$ cat src/rtl/seq_subtractor_nbit.sv
// seq_subtractor_nbit
// Multi-cycle N-bit subtractor: diff = a - b - bin (mod 2^N), processed K bits
// per clock from LSB to MSB, so one operation takes N/K RUN cycles.
// Ports:
//   clk, rst               clock (rising edge), asynchronous active-high reset
//   a, b, bin              minuend, subtrahend, borrow-in
//   in_valid / in_ready    operand handshake (in_ready only in IDLE)
//   diff, bout, ovf        registered result, final borrow, signed overflow
//   out_valid / out_ready  result handshake (out_valid only in DONE)
module seq_subtractor_nbit #(
  parameter int N = 32,
  parameter int K = 8
) (
  input  logic         clk,
  input  logic         rst,
  input  logic [N-1:0] a,
  input  logic [N-1:0] b,
  input  logic         bin,
  input  logic         in_valid,
  output logic         in_ready,
  output logic [N-1:0] diff,
  output logic         bout,
  output logic         ovf,
  output logic         out_valid,
  input  logic         out_ready
);

  localparam int NCH = N / K;
  localparam int CW  = (NCH > 1) ? $clog2(NCH) : 1;

  generate
    if ((K < 1) || (K > N) || ((N % K) != 0)) begin : g_bad_param
      $error("seq_subtractor_nbit: K must satisfy 1 <= K <= N and divide N");
    end
  endgenerate

  typedef enum logic [1:0] {IDLE, RUN, DONE} state_t;

  state_t         state_q;
  logic [CW-1:0]  cnt_q;
  logic [N-1:0]   a_q;
  logic [N-1:0]   b_q;
  logic [N-1:0]   wdiff_q;
  logic           borrow_q;
  logic [N-1:0]   diff_q;
  logic           bout_q;
  logic           ovf_q;

  logic [K-1:0]   a_chunk;
  logic [K-1:0]   b_chunk;
  logic [K:0]     sub_w;
  logic [N-1:0]   wdiff_d;
  logic           ovf_d;
  logic           last_w;
  int             idx;

  // Chunk datapath: one K-bit slice per RUN cycle. The extra top bit of the
  // K+1-bit difference goes to 1 exactly when the slice result is negative,
  // which is the borrow into the next slice.
  always_comb begin
    idx     = int'(cnt_q) * K;
    a_chunk = a_q[idx +: K];
    b_chunk = b_q[idx +: K];
    sub_w   = {1'b0, a_chunk} - {1'b0, b_chunk} - {{K{1'b0}}, borrow_q};
    wdiff_d = wdiff_q;
    wdiff_d[idx +: K] = sub_w[K-1:0];
    // Overflow only possible when operand signs differ; then the result must
    // keep the minuend's sign.
    ovf_d   = (a_q[N-1] ^ b_q[N-1]) & (wdiff_d[N-1] ^ a_q[N-1]);
    last_w  = (cnt_q == CW'(NCH - 1));
  end

  always_ff @(posedge clk or posedge rst) begin
    if (rst) begin
      state_q  <= IDLE;
      cnt_q    <= '0;
      a_q      <= '0;
      b_q      <= '0;
      wdiff_q  <= '0;
      borrow_q <= 1'b0;
      diff_q   <= '0;
      bout_q   <= 1'b0;
      ovf_q    <= 1'b0;
    end else begin
      case (state_q)
        IDLE: begin
          if (in_valid) begin
            a_q      <= a;
            b_q      <= b;
            borrow_q <= bin;
            cnt_q    <= '0;
            wdiff_q  <= '0;
            state_q  <= RUN;
          end
        end
        RUN: begin
          wdiff_q  <= wdiff_d;
          borrow_q <= sub_w[K];
          cnt_q    <= cnt_q + 1'b1;
          if (last_w) begin
            // Output registers only change here, so they hold the previous
            // result through IDLE and RUN of the next operation.
            diff_q  <= wdiff_d;
            bout_q  <= sub_w[K];
            ovf_q   <= ovf_d;
            cnt_q   <= '0;
            state_q <= DONE;
          end
        end
        DONE: begin
          if (out_ready) begin
            state_q <= IDLE;
          end
        end
        default: state_q <= IDLE;
      endcase
    end
  end

  assign in_ready  = (state_q == IDLE);
  assign out_valid = (state_q == DONE);
  assign diff      = diff_q;
  assign bout      = bout_q;
  assign ovf       = ovf_q;

endmodule

$ cat config.mk
export PLATFORM = sky130hd
export DESIGN_NAME = seq_subtractor_nbit
export DESIGN_NICKNAME = d
export VERILOG_FILES = /design/src/rtl/seq_subtractor_nbit.sv
export SDC_FILE = /design/constraint.sdc
export NUM_CORES = 1
export LEC_CHECK = 0
export CORE_ASPECT_RATIO = 1.5
export CORE_UTILIZATION = 46
export DETAILED_ROUTE_END_ITERATION = 8
export PLACE_DENSITY = 0.71
export SETUP_SLACK_MARGIN = 0.05
export SLEW_MARGIN = 20
export SYNTH_ARGS = -nofsm -noshare
export SYNTH_HDL_FRONTEND = slang
export SYNTH_SLANG_ARGS = --single-unit
$ cat constraint.sdc
create_clock -name clk -period 7.8 [get_ports clk]
set_input_delay 2.34 -clock clk [delete_from_list [all_inputs] [get_ports clk]]
set_output_delay 2.34 -clock clk [all_outputs]
set_load 0.03 [all_outputs]
==> results of run 1 <==
## routing by layer
metal  track usage (%)  wire, um  part of all wire (%)  vias up
met4              10.1       431                   2.9        0
met2              38.5      7820                    53      164
li1                  -         -                     -     2315
met5                 0         0                     0        -
met1              26.2      5870                    40     2401
met3              5.33       674                   4.6       31
## per-stage QoR
step,setup WS [ps],instance area (um2),utilization [%]
finish,3600,8130,60.6
global route,3520,8130,60.6
CTS,3670,8120,60.6
detailed placement,3510,7460,55.7
global placement,3590,7460,55.7
floorplan,1850,6300,-
## cells in the final DEF (no fill, tap or decap), drive strengths merged, types with 2 or more instances in the layout
master / synthesis / final
nand2: 206 / 206
dfrtp: 135 / 135
clkdlybuf4s50: 0 / 104
nor2: 53 / 53
a22o: 31 / 31
inv: 30 / 31
a221oi: 23 / 23
clkbuf: 26 / 21
ha: 18 / 18
mux4: 16 / 16
o21ai: 12 / 12
a21oi: 11 / 11
buf: 8 / 7
o31ai: 6 / 6
bufinv: 0 / 5
o21a: 4 / 4
and3: 4 / 4
a22oi: 4 / 4
nor3b: 4 / 4
and2: 4 / 4
nand2b: 3 / 3
nand3: 3 / 3
clkinvlp: 0 / 3
xor2: 3 / 3
xnor2: 3 / 3
clkinv: 1 / 3
nor2b: 2 / 2
or3: 2 / 2
a31oi: 2 / 2
fa: 2 / 2
nor3: 2 / 2
## kinds of logic (layout without fill, tap and decap cells)
family,after synthesis,count (layout)
multiplexers,17,17
AO/OA/AOI/OAI,98,98
AND/OR/NAND/NOR,287,287
flip-flops,135,135
adder cells (fa/ha/maj),20,20
buffers and inverters,65,174
XOR/XNOR,6,6
## state kept, by name, indices dropped and copies added, names as in the netlist
| name | count |
|---|---|
| a_q | 32 |
| b_q | 32 |
| borrow_q | 1 |
| bout | 1 |
| cnt_q | 2 |
| diff | 32 |
| ovf | 1 |
| state_q | 2 |
| wdiff_q | 32 |
## critical path, delay by kind of cell, from the launching register on
kind / cells / cell delay [ps]
buffers and inverters: 1 / 750
DFF: 1 / 410
and+or+nand+nor: 1 / 280
## area by class of cell
class | count | area (um2)
fillers | 1163 | 5280
inverters | 31 | 121
clock buffers | 21 | 460
clock inverters | 11 | 195
well taps | 162 | 203
multi-input cells | 428 | 2680
flip-flops and latches | 135 | 3380
repair buffers | 111 | 1090
## final timing paths
kind                       slack, ps  startpoint     endpoint  depth (start not counted)
setup / recovery                3600  state_q[1]     in_ready                          2
hold / removal                   470     b_q[24]      b_q[24]                          2
setup reg to reg                4300    cnt_q[0]  wdiff_q[30]                         12
hold reg to reg                  470     b_q[24]      b_q[24]                          2
max in group asynchronous       4250         rst      a_q[25]                          3
min in group asynchronous       2420         rst     diff[13]                          2
==> qor.csv, run 1 <==
metric;value;unit
# IOs;105;
hold_buf cts;0;
sequential area share after synthesis;53.6;%
initial core utilization;47.0;%
post-synthesis register bit count;135;
multiplexer share of the synthesized area;5.88;%
routed length per placed instance;16.5;um
post-placement cell count;867;
Worst-Skew Late Latency;420;ps
Hold Slack;471;ps
most numerous cell in the Yosys netlist;nand2_1;
Syn Nets;717;
post-synthesis async set-or-reset flop share;100;%
Chip Width;97.6;um
Crit Path Category;flop to output pin;
Max Buffers Root-to-Sink;2;
CP max stage delay;750;ps
pin count of the biggest net entering global routing;85;
DRT iter0 DRCs;246;
fin. max-slew vios;0;
clk sinks;135;
Yosys warnings;0;
Via-to-Cell Ratio;5.46;
status;completed;
share of layout cells above drive strength 1;9.09;%
Die Y;145;um
Slowest cell on crit path;clkdlybuf4s50_1;
total gr overflow;0;
Worst Setup Start Kind;flop;
largest family of logic cells by synthesized area;simple AND/OR/NAND/NOR gates;
clk_skew;7.46;ps
cells after synthesis;628;
DP HPWL;10.2;mm
Synth Area in XOR/XNOR;1.07;%
Netlist Area Pre-Place;0.00630;mm2
crit-path cells;nor2_1, clkdlybuf4s50_1;
Post-CTS Setup Repair Bufs;0;
Slew Limit Headroom;33.2;%
Post-synth EDFFs;0;
DRC viols;0;
CP Data Arrival Time;1860;ps
Min-Delay Path Class;flop to flop;
Syn-to-layout area delta;29.0;%
RSZ-0062 raised after global routing;no;
Worst Setup End Kind;output pin;
total track usage;22.3;%
Synth Area in Compound Gates;12.6;%
CTS resizes;0;
CTS tree;yes;
Post-Route WL;14.8;mm
worst slew pin tran;995;ps
area leader, netlist;dfrtp_1;
ant diodes;0;
CTS Root Buffer Type;clkbuf_16;
Synth Flop Type;dfrtp_1;
Fmax;0.238;GHz
Commonest cells post-synth;206 x nand2_1, 135 x dfrtp_1, 53 x nor2_1;
CP max FO;4;
vias in the first global route;5075;
first-pass GRT wire length;24.8;mm
die area;0.0142;mm2
GPL Wtd Cong;0.824;
DRT antenna net count;0;
port buffer count;104;
Worst EP required;5460;ps
max-cap violations;0;
setup violators final;0;
Avg Inst Size Synth;10.0;um2
Synth Area in Adders;4.21;%
Cell variety after synth;48;
Clock transition at path regs;60;ps
top post-synthesis cells by area;dfrtp_1 54%, nand2_1 12%, mux4_2 5.7%;
Nets;813;
final hold vios;0;
initial antenna violation count;0;
H-Tree Depth;4;
minimum clock period;4200;ps
Synth Area in Simple Gates;18.5;%
core footprint;0.0134;mm2
Pre-Repair DR Iteration Count;4;
fin crit share;53.9;%
setup TNS;0;ps
row cnt;52;
CTS Buf Count;17;
post-synth top area share;53.6;%
Vias;4911;
Final Non-Filler Cells;899;
Power of run 1 is left out: the tool's default activity adds up to more than one toggle a clock period on the data nets, which glitch-free logic cannot reach.
==> run 2: changes to the inputs <==
- clock period: 7.8 -> 3.95 ns (I/O delays scaled with it)
==> run 2 against run 1 <==
Sequential cell count unchanged. Clock skew about the same. Die area unchanged. Core utilization decreased by 0.10 points. Setup slack worse by 2900 ps. Register-to-register slack worse by 3600 ps. Clock-buffer cell count decreased by 4. Worst hold slack worse by 1.8 ps. Highest routed layer unchanged.
==> qor.csv, run 2 (same netlist as run 1, synthesis figures left out) <==
metric;value;unit
clk sinks;135;
row cnt;52;
RSZ-0062 raised after global routing;no;
DP HPWL;10.3;mm
Worst Setup End Kind;flop;
max-cap violations;0;
initial antenna violation count;0;
total gr overflow;0;
Fmax;0.309;GHz
Slew Limit Headroom;49.0;%
DRC viols;0;
Slowest cell on crit path;dfrtp_1;
cell family with the largest share of critical-path delay;compound AO/OA/AOI/OAI gates;
H-Tree Depth;4;
cells on worst reg2reg path;12;
final hold vios;0;
Die Y;145;um
total track usage;21.7;%
most frequent cells in the layout;205 x nand2_1, 135 x dfrtp_1, 104 x clkdlybuf4s50_1;
Crit path depth;12;
share of layout cells above drive strength 1;10.1;%
register area;0.00338;mm2
CP max stage delay;630;ps
R2R Path End;borrow_q;
die area;0.0142;mm2
worst slew pin tran;765;ps
CP Data Arrival Time;3570;ps
DRT antenna net count;0;
hold_buf cts;0;
CP endpoint;borrow_q;
Syn-to-layout area delta;28.8;%
Pre-Repair DR Iteration Count;5;
fin. max-slew vios;0;
Worst Setup Start Kind;flop;
clk_skew;7.31;ps
CP bufs+invs;3;
Vias;4922;
DRT iter0 DRCs;280;
most common cell after layout, fill and taps aside;nand2_1;
worst setup path start;cnt_q[1];
reg2reg setup slack;720;ps
Nets;819;
fill count;1157;
# IOs;105;
Via-to-Cell Ratio;5.44;
Max Buffers Root-to-Sink;2;
routed length per placed instance;16.1;um
Crit Path Category;flop to flop;
met3 wire length;637;um
met2 WL;7.87;mm
Multi-input gate area;0.00267;mm2
status;completed;
pin count of the biggest net entering global routing;136;
CTS Buf Count;17;
first-pass GRT wire length;24.2;mm
ant diodes;0;
fin crit share;81.9;%
GPL Wtd Cong;0.869;
vias in the first global route;4872;
Top Metal Used;met4;
CTS tree;yes;
CTS Root Buffer Type;clkbuf_16;
setup TNS;0;ps
crit-path cells;buf_4, mux4_2, inv_1, ha_1, inv_1, ha_1, a21boi_0, o21a_1, o21a_1, o31a_1, or3_1, a31oi_1;
port buffer count;104;
CP max FO;11;
Min-Delay Path Class;flop to flop;
setup violators final;0;
initial core utilization;47.0;%
worst reg2reg startpoint;cnt_q[1];
Post-Route WL;14.6;mm
Clock transition at path regs;60;ps
minimum clock period;3230;ps
Chip Width;97.6;um
wl on met1;5.82;mm
Worst-Skew Late Latency;420;ps
Worst EP required;4290;ps
core footprint;0.0134;mm2
CTS resizes;0;
Post-CTS Setup Repair Bufs;0;
## run 2: final cells by class
class	count	area share, %
multi-input cells	428	32.9
clock buffers	17	5.24
well taps	162	2.50
repair buffers	117	14.3
flip-flops and latches	135	41.6
clock inverters	15	1.88
inverters	31	1.48
## run 2: metrics by stage
step                      cell area (um2)  setup WS, ps  hold WS [ps]  instances  utilization (%)
after detailed placement             7530           719           458        873             56.2
after CTS                            8110           699           471        905             60.5
after floorplan                      6300           425           440        628                -
after global routing                 8110           487           491        905             60.5
after global placement               7530           765           456        873             56.2
final                                8110           717           469        905             60.5
## run 2: worst min-delay path, stage by stage, from the launching register on
cell and delay, ps:
dfrtp_1 330, nand2_1 50, nand2_1 60
## run 2: worst min-delay path by stage
stage	slack (ps)	from	endpoint	depth (start not counted)
floorplan	440	a_q[16]	a_q[16]	2
global placement	460	b_q[30]	b_q[30]	2
detailed placement	460	b_q[23]	b_q[23]	2
CTS	470	b_q[23]	b_q[23]	2
global route	490	b_q[23]	b_q[23]	2
finish	470	b_q[23]	b_q[23]	2
## run 2: layer usage
layer | vias up | global-route usage [%]
li1 | 2336 | -
met1 | 2418 | 26.3
met2 | 153 | 37.8
met3 | 15 | 4.32
met4 | 0 | 8.38
met5 | - | 0
Power of run 2 is left out for the same reason.
==> run 3: changes to the inputs <==
- PLACE_DENSITY: 0.71 -> 0.73
- clock period: 3.95 -> 2.71 ns (I/O delays scaled with it)
==> run 3 against run 2 <==
The run now ends with DRC, setup timing left. Clock skew is essentially flat. Routed wire length grew 8.8%. Critical path depth shrank 1. Clock-buffer cell count grew 1. Core utilization grew 5.0 points. First-iteration DRC count grew 4.6%. Sequential share of layout area shrank 3.1 points. Design area grew 8.2%. Critical path type unchanged.
==> qor.csv, run 3 (same netlist as run 1, synthesis figures left out) <==
metric;value;unit
status;finished, violations left;
failing checks;DRC, setup timing;
pin count of the biggest net entering global routing;70;
setup ws final;-341;ps
first-pass GRT wire length;26.0;mm
total track usage;23.1;%
final hold vios;0;
DP HPWL;11.0;mm
max-cap violations;0;
clk sinks;135;
RSZ-0062 raised after global routing;yes;
Via-to-Cell Ratio;5.47;
CTS Root Buffer Type;clkbuf_16;
ant diodes;0;
post-placement cell count;896;
Slew Limit Headroom;62.3;%
CP max FO;5;
Min-Delay Path Class;flop to flop;
row cnt;52;
Worst Setup Start Kind;flop;
Crit Path Category;flop to flop;
CP max stage delay;520;ps
Pre-Repair DR Iteration Count;7;
worst slew pin tran;559;ps
Worst EP required;3050;ps
cells on worst reg2reg path;11;
Worst-Skew Late Latency;420;ps
most common cell after layout, fill and taps aside;nand2_1;
Vias;5119;
Final Non-Filler Cells;936;
Worst Setup End Kind;flop;
Fmax;0.328;GHz
Chip Width;97.6;um
CTS Buf Count;17;
clk_skew;7.15;ps
fin crit share;113;%
fill count;1024;
initial antenna violation count;0;
CTS tree;yes;
share of layout cells above drive strength 1;18.3;%
minimum clock period;3050;ps
Slowest cell on crit path;mux4_2;
# IOs;105;
Clock transition at path regs;60;ps
Crit path depth;11;
hold depth;2;
routed length per placed instance;16.9;um
hold_buf cts;0;
most frequent cells in the layout;204 x nand2_1, 134 x dfrtp_1, 104 x clkdlybuf4s50_1;
H-Tree Depth;4;
DRC viols;1;
setup violators final;42;
Die Y;145;um
crit-path cells;buf_12, mux4_2, fa_2, inv_2, fa_2, a21boi_2, o21a_1, o21a_1, o31a_1, or3_1, a31oi_1;
Post-Route WL;15.8;mm
vias in the first global route;5188;
core footprint;0.0134;mm2
die area;0.0142;mm2
initial core utilization;47.0;%
total gr overflow;0;
cell family with the largest share of critical-path delay;compound AO/OA/AOI/OAI gates;
Syn-to-layout area delta;39.3;%
CP Data Arrival Time;3390;ps
fin. max-slew vios;0;
port buffer count;104;
CP bufs+invs;2;
Nets;850;
Max Buffers Root-to-Sink;2;
GPL Wtd Cong;0.945;
DRT iter0 DRCs;293;
DRT antenna net count;0;
==> run 3: worst register-to-register path: cells and delay by family, from the launching register on <==
| kind | cells | cell delay, ps |
|---|---|---|
| AO/OA/AOI/OAI | 5 | 880 |
| AND/OR/NAND/NOR | 1 | 330 |
| adder cells (fa/ha/maj) | 2 | 610 |
| buffers and inverters | 2 | 210 |
| multiplexers | 1 | 520 |
| flip-flops | 1 | 440 |
==> run 3: final cells by class <==
class,instances,area (um2),share of cell area (%)
clock inverters,14,173,1.97
multi-input cells,428,2960,33.7
well taps,162,203,2.31
inverters,31,124,1.41
clock buffers,18,429,4.89
repair buffers,148,1510,17.2
flip-flops and latches,135,3380,38.5
==> run 3: worst paths after layout <==
kind	start	end	slack (ps)
hold reg to reg	a_q[23]	a_q[23]	470
setup / recovery	cnt_q[0]	bout	-340
setup reg to reg	cnt_q[0]	bout	-340
hold / removal	a_q[23]	a_q[23]	470
max in group asynchronous	rst	cnt_q[0]	1500
min in group asynchronous	rst	diff[4]	850
==> run 3: what timing repair did <==
item | in CTS | in global routing
cloned | 0 | 1
gates resized for setup | 15 | 21
endpoints found under the setup margin | 44 | 50
buffers inserted | 1 | 6
pin swaps | 7 | 21
==> run 3: metrics by stage <==
step                util, %  hold slack [ps]  setup TNS, ps  setup WS (ps)  cell area [um2]
floorplan                 -              440          -8980           -447             6420
global placement       58.6              454          -5180           -221             7850
detailed placement     58.6              459          -7950           -305             7850
CTS                    63.9              473          -6200           -293             8560
global route           65.5              488         -11340           -408             8780
finish                 65.5              473          -7340           -341             8780
==> run 3: layer usage <==
layer / wire [um] / track usage [%] / up-vias
met3: 722 / 4.13 / 36
li1: - / - / 2398
met5: 0 / 0 / -
met4: 426 / 9.78 / 0
met1: 6020 / 27.6 / 2487
met2: 8680 / 40.6 / 198
Power of run 3 is left out for the same reason.
==> RTL edit 1, RTL diff (config.mk and constraints of run 3) <==
`N`: 32 -> 64.
--- a/src/rtl/seq_subtractor_nbit.sv
+++ b/src/rtl/seq_subtractor_nbit.sv
@@ -8,7 +8,7 @@
 //   diff, bout, ovf        registered result, final borrow, signed overflow
 //   out_valid / out_ready  result handshake (out_valid only in DONE)
 module seq_subtractor_nbit #(
-  parameter int N = 32,
+  parameter int N = 64,
   parameter int K = 8
 ) (
   input  logic         clk,
Ports: changed (resized a, b and diff); port bits go from 105 to 201. No check against the original RTL was run, so the function may have changed too.
==> RTL edit 1 against run 3 <==
The flow finishes with violations (setup timing); non-clock buffer count up 184; wire length up 110%; sequential share of layout area up 0.057 points; synthesized area up 91%; maximum frequency down 4.3%; cell area up 95%; sequential cell count up 129; final cell count up 110%; first-iteration DRC count rose to 2.9 times the old value; setup slack worse by 140 ps.
Power is not shown: default switching activity piles up to over one toggle a cycle in this logic, so the estimate is an artifact.
==> RTL edit 1: results (changes against run 3) <==
- Setup WS post-layout: -480 ps (was -341 ps)
- Number of filler instances in the final layout: 1,956 (was 1,024)
- Last weighted congestion value of the routability-driven placer: 0.868 (was 0.945)
- DRC violation total after the first TritonRoute iteration: 864 (was 293)
- Setup Total Neg Slack: -38,750 ps (was -7340 ps)
- Worst slew margin relative to its limit: 0.445 (was 0.623)
- Net count reported at finish: 1,731 (was 850)
- Placed wire-length estimate after detailed placement: 22,900 um (was 11,000 um)
- Overall routing resource usage: 0.255 (was 0.231)
- Clk Latency, worst-skew pair: 530 ps (was 420 ps)
- Placed Cells: 1,850 (was 896)
- Number of global-route vias before repair: 10,400 (was 5,188)
- Critical Path Max Stage Delay: 530 ps
- Total of buffers placed on input and output ports: 200 (was 104)
- Longest Clk Path Bufs: 3 (was 2)
- Run status: complete, but fails checks (unchanged)
- GRT met1 Usage: 0.320 (was 0.276)
- Wire length of the first global-routing pass: 54,200 um (was 26,000 um)
- WL/cell: 17.5 um (was 16.9 um)
- Portion of the post-synthesis area used by sequential elements: 0.549 (was 0.536)
- Share of cells above drive strength 1: 0.228 (was 0.183)
- CP max FO: 7 (was 5)
- Final Setup Violations: 115 (was 42)
- Failing checks: setup timing (was DRC, setup timing)
- Most numerous cell types in the synthesized netlist: sky130_fd_sc_hd__nand2_1, sky130_fd_sc_hd__dfrtp_1, sky130_fd_sc_hd__o21ai_0 (was sky130_fd_sc_hd__nand2_1, sky130_fd_sc_hd__dfrtp_1, sky130_fd_sc_hd__nor2_1)
- Clock tree skew after final layout: 13.0 ps (was 7.15 ps)
- # H-tree levels: 1 (was 4)
- CP arrival: 3600 ps (was 3390 ps)
- Global routing usage on met3: 0.0268 (was 0.0413)
- Unique cell type count in the Yosys netlist: 47 (was 48)
- TritonRoute pass-1 iters: 6 (was 7)
- Synth top area cells: sky130_fd_sc_hd__dfrtp_1, sky130_fd_sc_hd__nand2_1, sky130_fd_sc_hd__mux4_2 (unchanged)
- Clock-pin slew reported for the worst setup and hold paths after clock tree synthesis: roughly 70 ps
- Kind of cell adding the most delay to the critical path: multiplexers (was compound AO/OA/AOI/OAI gates)
- Pin count of the biggest net entering global routing: 164 (was 70)
- Synth warn: 0 (unchanged)
- Number of clock buffers inserted by TritonCTS: 24 (was 17)
- Routing usage on met2: 0.444 (was 0.406)
- Count of mapped cells out of synthesis: 1,307 (was 628)
- Post-DR vias/cell: 5.36 (was 5.47)
- Routed WL: 33,700 um (was 15,800 um)
- Total nets after synthesis: 1,458 (was 717)
-- RTL edit 1: changes by cell type in the layout (fill, tap and decap cells not counted), sizes merged, moves of 18 or more --
| cell | delta |
|---|---|
| nand2 | +300 |
| dfrtp | +129 |
| clkdlybuf4s50 | +94 |
| buf | +88 |
| o21ai | +80 |
| nand3 | +52 |
| a21oi | +41 |
| a22o | -23 |
| mux2i | +22 |
| a221oi | -21 |
| nor2 | +18 |
-- RTL edit 1: final timing paths --
path / cells after the start / from / slack [ps] / to
hold reg to reg: 2 / a_q[20]$_DFFE_PP0P_ / 470 / a_q[20]$_DFFE_PP0P_
min in group asynchronous: 2 / rst / 630 / diff[1]$_DFFE_PP0P_
max in group asynchronous: 3 / rst / 1430 / diff[52]$_DFFE_PP0P_
hold / removal: 2 / a_q[20]$_DFFE_PP0P_ / 470 / a_q[20]$_DFFE_PP0P_
setup / recovery: 17 / cnt_q[0]$_DFFE_PP0P_ / -480 / diff[39]$_DFFE_PP0P_
setup reg to reg: 17 / cnt_q[0]$_DFFE_PP0P_ / -480 / diff[39]$_DFFE_PP0P_
-- RTL edit 1: cell families (layout without fill, tap and decap cells) --
family                   count (synthesis)  count (layout)  share of synthesized area
AND/OR/NAND/NOR                        667             667                      0.221
flip-flops                             264             264                      0.549
AO/OA/AOI/OAI                          191             191                     0.0924
buffers and inverters                  106             395                     0.0345
multiplexers                            53              53                     0.0753
adder cells (fa/ha/maj)                 18              18                     0.0200
XOR/XNOR                                 8               8                    0.00800
-- RTL edit 1: what timing repair did --
| item | CTS | global route |
|---|---|---|
| buffers inserted | 24 | 12 |
| pin swaps | 43 | 46 |
| gates cloned | 3 | 0 |
| endpoints found under the setup margin | 127 | 127 |
| gates resized for setup | 115 | 84 |
-- RTL edit 1: cell type report --
cell class,count,area (um^2),share of cell area
inverters,21,111,0.00650
well taps,333,417,0.0243
flip-flops and latches,264,6610,0.386
multi-input cells,937,5820,0.340
clock inverters,8,93.8,0.00548
clock buffers,34,699,0.0408
repair buffers,332,3390,0.198
-- RTL edit 1: layer usage --
layer / routed length, um / vias to the layer above
met1: 13100 / 5033
met4: 1270 / 0
met3: 1450 / 76
met2: 17900 / 349
li1: - / 4884
met5: 0 / -
-- RTL edit 1: per-stage QoR --
step           worst slack [ps]  cell area [um^2]   util
2_1_floorplan             -1590             12300      -
3_3_place_gp               -589             15200  0.590
5_1_grt                    -638             17100  0.665
3_5_place_dp               -687             15200  0.590
4_1_cts                    -480             16700  0.649
6_report                   -480             17100  0.665
==> RTL edit 2, RTL diff (flow settings as in run 3) <==
Made on the original files. Reset style: synchronous (`rst`), changed in one clocked block. Comments in the files are not updated.
--- a/src/rtl/seq_subtractor_nbit.sv
+++ b/src/rtl/seq_subtractor_nbit.sv
@@ -70,7 +70,7 @@
     last_w  = (cnt_q == CW'(NCH - 1));
   end
 
-  always_ff @(posedge clk or posedge rst) begin
+  always_ff @(posedge clk) begin
     if (rst) begin
       state_q  <= IDLE;
       cnt_q    <= '0;
Function: differs if rst is asserted again (counterexample within 4 cycles, from zero or initial values and one cycle with rst high); with rst held inactive, the same outputs for 10 cycles.
==> RTL edit 2 against run 3 <==
The run ends with setup timing left; cell area is 0.47% higher; setup slack worse by 73 ps; die area is 4.0% lower; wire length is 18% higher; highest routed layer unchanged; global-route usage is 5.8 points higher; via count is 16% higher; critical path type unchanged; sequential cell count stayed put; synthesized area is 4.1% lower.
==> RTL edit 2: results (changes against run 3) <==
- Run status: complete, but fails checks (unchanged)
- Failing checks: setup timing (was DRC, setup timing)
- Clock-pin slew reported for the worst setup and hold paths after clock tree synthesis: 60 ps (about the same)
- Async S/R FF share, synth: 0 (was 1.00)
- Routed WL: 18,800 um (was 15,800 um)
- Worst Min Path Start: b_q[24]$_SDFFE_PP0P_ (was a_q[23]$_DFFE_PP0P_)
- Post-DR vias/cell: 5.74 (was 5.47)
- Final Setup Violations: 51 (was 42)
- Worst slew margin relative to its limit: 0.612 (was 0.623)
- CP max FO: 4 (was 5)
- Longest Clk Path Bufs: 2 (unchanged)
- Top flip-flop cell by instance count after synthesis: sky130_fd_sc_hd__dfxtp_1 (was sky130_fd_sc_hd__dfrtp_1)
- Synth top area cells: sky130_fd_sc_hd__dfxtp_1, sky130_fd_sc_hd__nand2_1, sky130_fd_sc_hd__a21oi_1 (was sky130_fd_sc_hd__dfrtp_1, sky130_fd_sc_hd__nand2_1, sky130_fd_sc_hd__mux4_2)
- Worst Setup SP: cnt_q[0]$_SDFFE_PP0P_ (was cnt_q[0]$_DFFE_PP0P_)
- Clock tree skew after final layout: 9.04 ps (was 7.15 ps)
- Unique cell type count in the Yosys netlist: 46 (was 48)
- Share of cells above drive strength 1: 0.210 (was 0.183)
- DRC violation total after the first TritonRoute iteration: 308 (was 293)
- Net count reported at finish: 958 (was 850)
- Wire length of the first global-routing pass: 29,600 um (was 26,000 um)
- Last weighted congestion value of the routability-driven placer: 0.919 (was 0.945)
- Portion of the post-synthesis area used by sequential elements: 0.447 (was 0.536)
- Setup WS post-layout: -415 ps (was -341 ps)
- Number of filler instances in the final layout: 964 (was 1,024)
- Total nets after synthesis: 825 (was 717)
- Pin count of the biggest net entering global routing: 65 (was 70)
## RTL edit 2: cell count changes after synthesis, moves of 13 or more
cell / before / now
sky130_fd_sc_hd__nand2_1: 206 / 158
sky130_fd_sc_hd__clkbuf_1: 26 / 42
sky130_fd_sc_hd__nand3_1: 3 / 24
sky130_fd_sc_hd__nor3_1: 1 / 19
sky130_fd_sc_hd__nor2_1: 53 / 66
sky130_fd_sc_hd__a22o_1: 31 / 0
sky130_fd_sc_hd__a221oi_1: 19 / 0
sky130_fd_sc_hd__a21oi_1: 10 / 103
sky130_fd_sc_hd__dfxtp_1: 0 / 135
sky130_fd_sc_hd__dfrtp_1: 135 / 0
## RTL edit 2: path summary, 6_finish.rpt
kind	endpoint	slack, ps	cells after the start
setup / recovery	borrow_q$_SDFFE_PP0P_	-410	11
hold / removal	b_q[24]$_SDFFE_PP0P_	450	2
setup reg to reg	borrow_q$_SDFFE_PP0P_	-410	11
hold reg to reg	b_q[24]$_SDFFE_PP0P_	450	2
## RTL edit 2: per-stage QoR
step | instances | TNS (ps)
after floorplan | 736 | -6420
after global routing | 1038 | -14890
final | 1038 | -10120
after global placement | 994 | -7940
after detailed placement | 994 | -11680
after CTS | 1037 | -6580
## RTL edit 2: area by class of cell
| class | count | area (um^2) | share of cell area |
|---|---|---|---|
| multi-input cells | 522 | 3520 | 0.399 |
| flip-flops and latches | 135 | 2710 | 0.307 |
| inverters | 29 | 111 | 0.0126 |
| clock buffers | 17 | 425 | 0.0482 |
| repair buffers | 164 | 1610 | 0.182 |
| clock inverters | 15 | 250 | 0.0284 |
| well taps | 156 | 195 | 0.0221 |
## RTL edit 2: cells by family (layout without fill, tap and decap cells)
group	Yosys count	after routing	synth area share
buf+inv	79	225	0.0497
compound gates	177	177	0.174
mux	17	17	0.0613
simple gates	304	304	0.217
xor+xnor	4	4	0.00704
fa+ha+maj	20	20	0.0439
flops	135	135	0.447
## RTL edit 2: power by group through the flow
stage                     logic [mW]  clock network [mW]  registers [mW]
final                           1.39                2.65            2.11
after global placement          1.00                   0            2.15
after floorplan                0.597                   0            2.13
after global routing            1.47                2.73            2.12
after detailed placement        1.03                   0            2.16
after CTS                       1.29                2.66            2.11
## RTL edit 2: metal layers
| layer | part of all wire | routed length (um) | up-vias | GRT usage |
|---|---|---|---|---|
| met1 | 0.35 | 6630 | 2831 | 0.295 |
| met4 | 0.062 | 1170 | 0 | 0.188 |
| met5 | 0 | 0 | - | 0 |
| met3 | 0.047 | 873 | 85 | 0.0561 |
| li1 | - | - | 2800 | - |
| met2 | 0.54 | 10100 | 244 | 0.522 |
## RTL edit 2: what timing repair did
item / 4_1_cts / 5_1_grt
buffers inserted: 12 / 1
setup endpoints to repair: 49 / 52
resized for setup: 67 / 25
pin swaps: 41 / 20
endpoints found under the hold margin: 0 / 0
